$ cat src/rtl/mem_arbiter.sv
// Round-robin arbiter sharing one off-chip memory port between the I-cache and
// D-cache controllers, one transaction at a time, with a sticky watchdog flag.
module mem_arbiter #(
  parameter int ADDR_W  = 32,
  parameter int LINE_W  = 256,
  parameter int TIMEOUT = 64
) (
  input  logic              clk_i,
  input  logic              rst_i,
  input  logic              i_req_i,
  input  logic              i_write_i,
  input  logic [ADDR_W-1:0] i_addr_i,
  input  logic [LINE_W-1:0] i_data_i,
  output logic              i_ack_o,
  output logic [LINE_W-1:0] i_data_o,
  input  logic              d_req_i,
  input  logic              d_write_i,
  input  logic [ADDR_W-1:0] d_addr_i,
  input  logic [LINE_W-1:0] d_data_i,
  output logic              d_ack_o,
  output logic [LINE_W-1:0] d_data_o,
  input  logic [LINE_W-1:0] mem_data_i,
  input  logic              mem_ack_i,
  output logic [LINE_W-1:0] mem_data_o,
  output logic [ADDR_W-1:0] mem_addr_o,
  output logic              mem_enable_o,
  output logic              mem_write_o,
  output logic              timeout_o
);

  localparam int CNT_W = $clog2(TIMEOUT + 1);

  typedef enum logic {IDLE, BUSY} state_e;

  state_e              state_q;
  logic                grant_q;
  logic                lastGrant_q;
  logic                write_q;
  logic [ADDR_W-1:0]   addr_q;
  logic [LINE_W-1:0]   data_q;
  logic [CNT_W-1:0]    wdCount_q;
  logic                timeout_q;

  logic                busy;
  logic                anyReq;
  logic                pickD_d;
  logic                wdFire;

  always_comb begin
    busy    = (state_q == BUSY);
    anyReq  = i_req_i | d_req_i;
    // On a tie the port that was not granted last wins; pointer 0 means I.
    pickD_d = d_req_i & (~i_req_i | ~lastGrant_q);
    wdFire  = busy & ~mem_ack_i & (wdCount_q == CNT_W'(TIMEOUT - 1));
  end

  always_ff @(posedge clk_i or negedge rst_i) begin
    if (!rst_i) begin
      state_q     <= IDLE;
      grant_q     <= 1'b0;
      lastGrant_q <= 1'b0;
      write_q     <= 1'b0;
      addr_q      <= '0;
      data_q      <= '0;
      wdCount_q   <= '0;
      timeout_q   <= 1'b0;
    end else begin
      case (state_q)
        IDLE: begin
          if (anyReq) begin
            state_q     <= BUSY;
            grant_q     <= pickD_d;
            lastGrant_q <= pickD_d;
            write_q     <= pickD_d ? d_write_i : i_write_i;
            addr_q      <= pickD_d ? d_addr_i  : i_addr_i;
            data_q      <= pickD_d ? d_data_i  : i_data_i;
            wdCount_q   <= '0;
          end
        end
        BUSY: begin
          if (mem_ack_i) begin
            state_q <= IDLE;
            write_q <= 1'b0;
            addr_q  <= '0;
            data_q  <= '0;
          end else if (wdCount_q != CNT_W'(TIMEOUT)) begin
            wdCount_q <= wdCount_q + CNT_W'(1);
          end
        end
      endcase
      if (wdFire) begin
        timeout_q <= 1'b1;
      end
    end
  end

  // The watchdog flag shows in the very BUSY cycle that reaches the limit.
  assign timeout_o    = timeout_q | wdFire;
  assign mem_enable_o = busy;
  assign mem_write_o  = write_q;
  assign mem_addr_o   = addr_q;
  assign mem_data_o   = data_q;
  assign i_ack_o      = busy & mem_ack_i & ~grant_q;
  assign d_ack_o      = busy & mem_ack_i & grant_q;
  assign i_data_o     = mem_data_i;
  assign d_data_o     = mem_data_i;

endmodule
$ cat config.mk
export PLATFORM = sky130hd
export DESIGN_NAME = mem_arbiter
export DESIGN_NICKNAME = d
export VERILOG_FILES = /design/src/rtl/mem_arbiter.sv
export SDC_FILE = /design/constraint.sdc
export NUM_CORES = 1
export LEC_CHECK = 0
export CORE_AREA = 5 5 639 641
export DETAILED_ROUTE_END_ITERATION = 8
export DIE_AREA = 0 0 644 646
export DONT_BUFFER_PORTS = 1
export PLACE_DENSITY = 0.3
export SLEW_MARGIN = 25
export SYNTH_ARGS = -nofsm -noshare
export SYNTH_HDL_FRONTEND = slang
export SYNTH_SLANG_ARGS = --single-unit
$ cat constraint.sdc
create_clock -name clk_i -period 2.7 [get_ports clk_i]
set_input_delay 0.54 -clock clk_i [delete_from_list [all_inputs] [get_ports clk_i]]
set_output_delay 0.54 -clock clk_i [all_outputs]
set_load 0.02 [all_outputs]
==> reports/results.tsv <==
stage	metric	value	unit
floorplanning	DIE AREA	416000	µm²
yosys	ranking of synthesized cells by area	dfrtp_1 42%, buf_4 22%, mux2i_1 16%	
global_routing	vias in the first global route	14805	
detailed_routing	drt drc	0	
floorplanning	area of the core	402000	µm²
timing	slew margin rel.	28.2	%
placed_design	pre-CTS WS	0.424	ns
critical_path	worst reg2reg setup slack	0.11	ns
clock_tree	Reg clk slew, reported paths	0.05	ns
cells_and_area	Seq. cell area	7480	µm²
power	pwr dens	829	nW/µm²
floorplanning	# IOs	1644	
critical_path	R2R depth	6	
yosys	top-area cell type share of the netlist area	42.3	%
placed_design	RePlAce Congestion	0.720	
timing	final setup fails	0	
cells_and_area	Layout area overhead	52.2	%
cells_and_area	footprint of the multi-input gates	5750	µm²
floorplanning	starting density of the core	4.40	%
status	status	finished, violations left	
detailed_routing	Vias per Instance	1.96	
yosys	Gate Count Post-Synth	1822	
detailed_routing	Wirelength per Cell	29.3	µm
detailed_routing	WL final	209000	µm
global_routing	initial antenna violation count	75	
clock_tree	CTS max path bufs	3	
critical_path	Worst R2R End	mem_data_o[191]	
timing	worst hold slack	-0.433	ns
yosys	register area share after synthesis	42.3	%
yosys	Synth Cell Area	17700	µm²
timing	Worst Tran Pin Value	1.08	ns
yosys	FF+latch count, synth	299	
yosys	async set-reset flop share out of synthesis	100	%
critical_path	CP endpoint kind	flop	
critical_path	worst reg2reg startpoint	lastGrant_q	
global_routing	first-pass GRT wire length	242000	µm
cells_and_area	number of fill cells	47043	
critical_path	WS Path Type	flop to flop	
detailed_routing	TritonRoute pass-1 iters	5	
critical_path	CP max stage cell	dlygate4sd3_1	
clock_tree	CTS tree	yes	
critical_path	CP arrival	3.14	ns
job	max-cap violations	0	
yosys	Synth Area per Inst	9.71	µm²
yosys	synth warn	0	
status	failing checks	negative hold slack	
critical_path	crit path launch type	flop	
critical_path	Worst Path Required	3.25	ns
placed_design	IO buf count	0	
timing	post-route clock skew	0.0413	ns
critical_path	slowest stage delay, CP	0.59	ns
floorplanning	row count	233	
clock_tree	CTS Hold Bufs	464	
clock_tree	clock sink count	299	
yosys	largest area contributor in the synthesized netlist	dfrtp_1	
global_routing	all-layer global routing usage	9.60	%
detailed_routing	DRT antenna net count	0	
yosys	library cells used by synthesis	34	
yosys	post-synth net total	2663	
global_routing	gr ovfl total	0	
yosys	number of synthesized flops with an enable pin	0	
timing	highest clock rate	386	MHz
timing	setup_tns	0	ns
timing	final hold vios	299	
power	leakage power	9.22	nW
power	IR drop worst, VDD	0.469	mV
detailed_routing	vias	13982	
floorplanning	Die Y-Extent	646	µm
placed_design	detailed-placement wirelength estimate	185000	µm
cells_and_area	final core occ	6.70	%
timing	Slew Limit Fails	0	
min_path	type of the tightest min-delay check	primary input to asynchronous set/reset pin	
floorplanning	Die Wd	644	µm
power	Tot Pwr	0.0223	W
detailed_routing	Iter 0 DRT Violations	943	
cells_and_area	layout cell share with drive strength beyond 1	8.71	%
clock_tree	total CTS buffers	48	
timing	Final WS setup	0.112	ns
critical_path	Max Fanout on Critical Path	58	
timing	period utilization	95.8	%
global_routing	largest net degree at the start of global routing	300	
clock_tree	number of H-tree levels	2	
clock_tree	later-pin clock latency in the skew report	0.73	ns
yosys	ys flop type	dfrtp_1	
cells_and_area	fin nets	2639	
clock_tree	clock root buffer	clkbuf_16	
critical_path	crit path cell chain	a21boi_4 -> clkbuf_16 -> buf_16 -> mux2i_1 -> dlygate4sd3_1 -> o21ai_1	
timing	fin crit period	2.59	ns
-- worst max-delay path: cells and delay by family (launching register included) --
| kind | cells | cell delay (ns) |
|---|---|---|
| DFF | 1 | 0.44 |
| AOI/OAI and AO/OA | 2 | 0.38 |
| muxes | 1 | 0.29 |
| buffers and inverters | 3 | 1.23 |
-- where the power goes --
part	switching (W)	internal (W)	leakage (nW)
logic	0.00313	0.00221	4.58
registers	0.00469	0.00555	3.86
clock network	0.00290	0.00385	0.786
-- metal layers --
| layer | GRT usage, % | vias to the layer above | share of wire (%) |
|---|---|---|---|
| met2 | 14.3 | 1373 | 42 |
| li1 | - | 5553 | - |
| met4 | 2.08 | 58 | 2.3 |
| met5 | 1.93 | - | 0.63 |
| met3 | 11.4 | 334 | 26 |
| met1 | 8.21 | 6664 | 29 |
-- per-stage QoR --
step	instance area, µm²	std cells	hold WS, ns
after detailed placement	20600	6567	0.282
final	26900	7140	-0.433
after global placement	20600	6567	0.282
after CTS	26900	7123	-0.572
after floorplan	17700	1822	0.244
after global routing	26900	7126	-0.526
-- cell type report --
| class | count | share of cell area [%] |
|---|---|---|
| flip-flops and latches | 299 | 27.8 |
| clock inverters | 26 | 1.10 |
| repair buffers | 534 | 20.1 |
| multi-input cells | 911 | 21.3 |
| clock buffers | 63 | 4.89 |
| diodes | 16 | 0.149 |
| well taps | 5287 | 24.6 |
| inverters | 4 | 0.0558 |
-- flip-flops by register name, summed over array words and instances (netlist names) --
register	flops
mem_data_o	256
mem_addr_o	32
wdCount_q	7
lastGrant_q	1
mem_enable_o	1
mem_write_o	1
timeout_q	1
-- what timing repair did --
| action | CTS | global route |
|---|---|---|
| buffers inserted | 3 | 1 |
| endpoints found under the hold margin | 534 | 299 |
| gates cloned | 0 | 1 |
| pin swaps | 3 | 1 |
| setup endpoints to repair | 3 | 28 |
| gates resized for setup | 3 | 2 |
-- worst max-delay path by stage --
stage                 start         endpoint  slack (ns)  cells after the start
6_report        lastGrant_q  mem_data_o[191]        0.11                      6
5_1_grt        wdCount_q[1]        timeout_o      -0.001                      5
4_1_cts        wdCount_q[1]        timeout_o       0.009                      5
3_5_place_dp        i_req_i  mem_data_o[177]        0.42                      5
3_3_place_gp        i_req_i  mem_data_o[177]        0.47                      5
2_1_floorplan  wdCount_q[0]        timeout_o        0.84                      4
-- cell usage after synthesis, drive strengths merged (2+ instances only) --
cell type / count
o21bai: 2
nand2: 292
buf: 585
o21ai: 294
ha: 2
nor2: 2
dfrtp: 299
and3: 2
nand3: 10
clkbuf: 23
mux2i: 289
a21oi: 3
inv: 4
-- cell usage in the layout, fill, tap and decap left out, drive strengths merged, types with 3 or more instances in the layout --
cell type,synthesis,final
clkbuf,23,64
nand3,10,10
mux2i,289,289
inv,4,11
a21oi,3,3
nand2,292,292
bufinv,0,4
dlygate4sd3,0,464
clkinv,0,11
o21ai,294,294
clkinvlp,0,4
diode,0,16
buf,585,69
dfrtp,299,299
-- cells by family (layout without fill, tap and decap cells) --
| logic type | after synthesis | in the layout | synth area share [%] |
|---|---|---|---|
| buffers and inverters | 612 | 627 | 25.5 |
| AND/OR/NAND/NOR | 313 | 313 | 6.89 |
| AO/OA/AOI/OAI | 305 | 305 | 8.78 |
| flip-flops | 299 | 299 | 42.3 |
| multiplexers | 289 | 289 | 16.3 |
| adder cells (fa/ha/maj) | 2 | 2 | 0.141 |
| XOR/XNOR | 2 | 2 | 0.0990 |
| other | 0 | 16 | 0 |
Power figures use the tool's default switching activity.
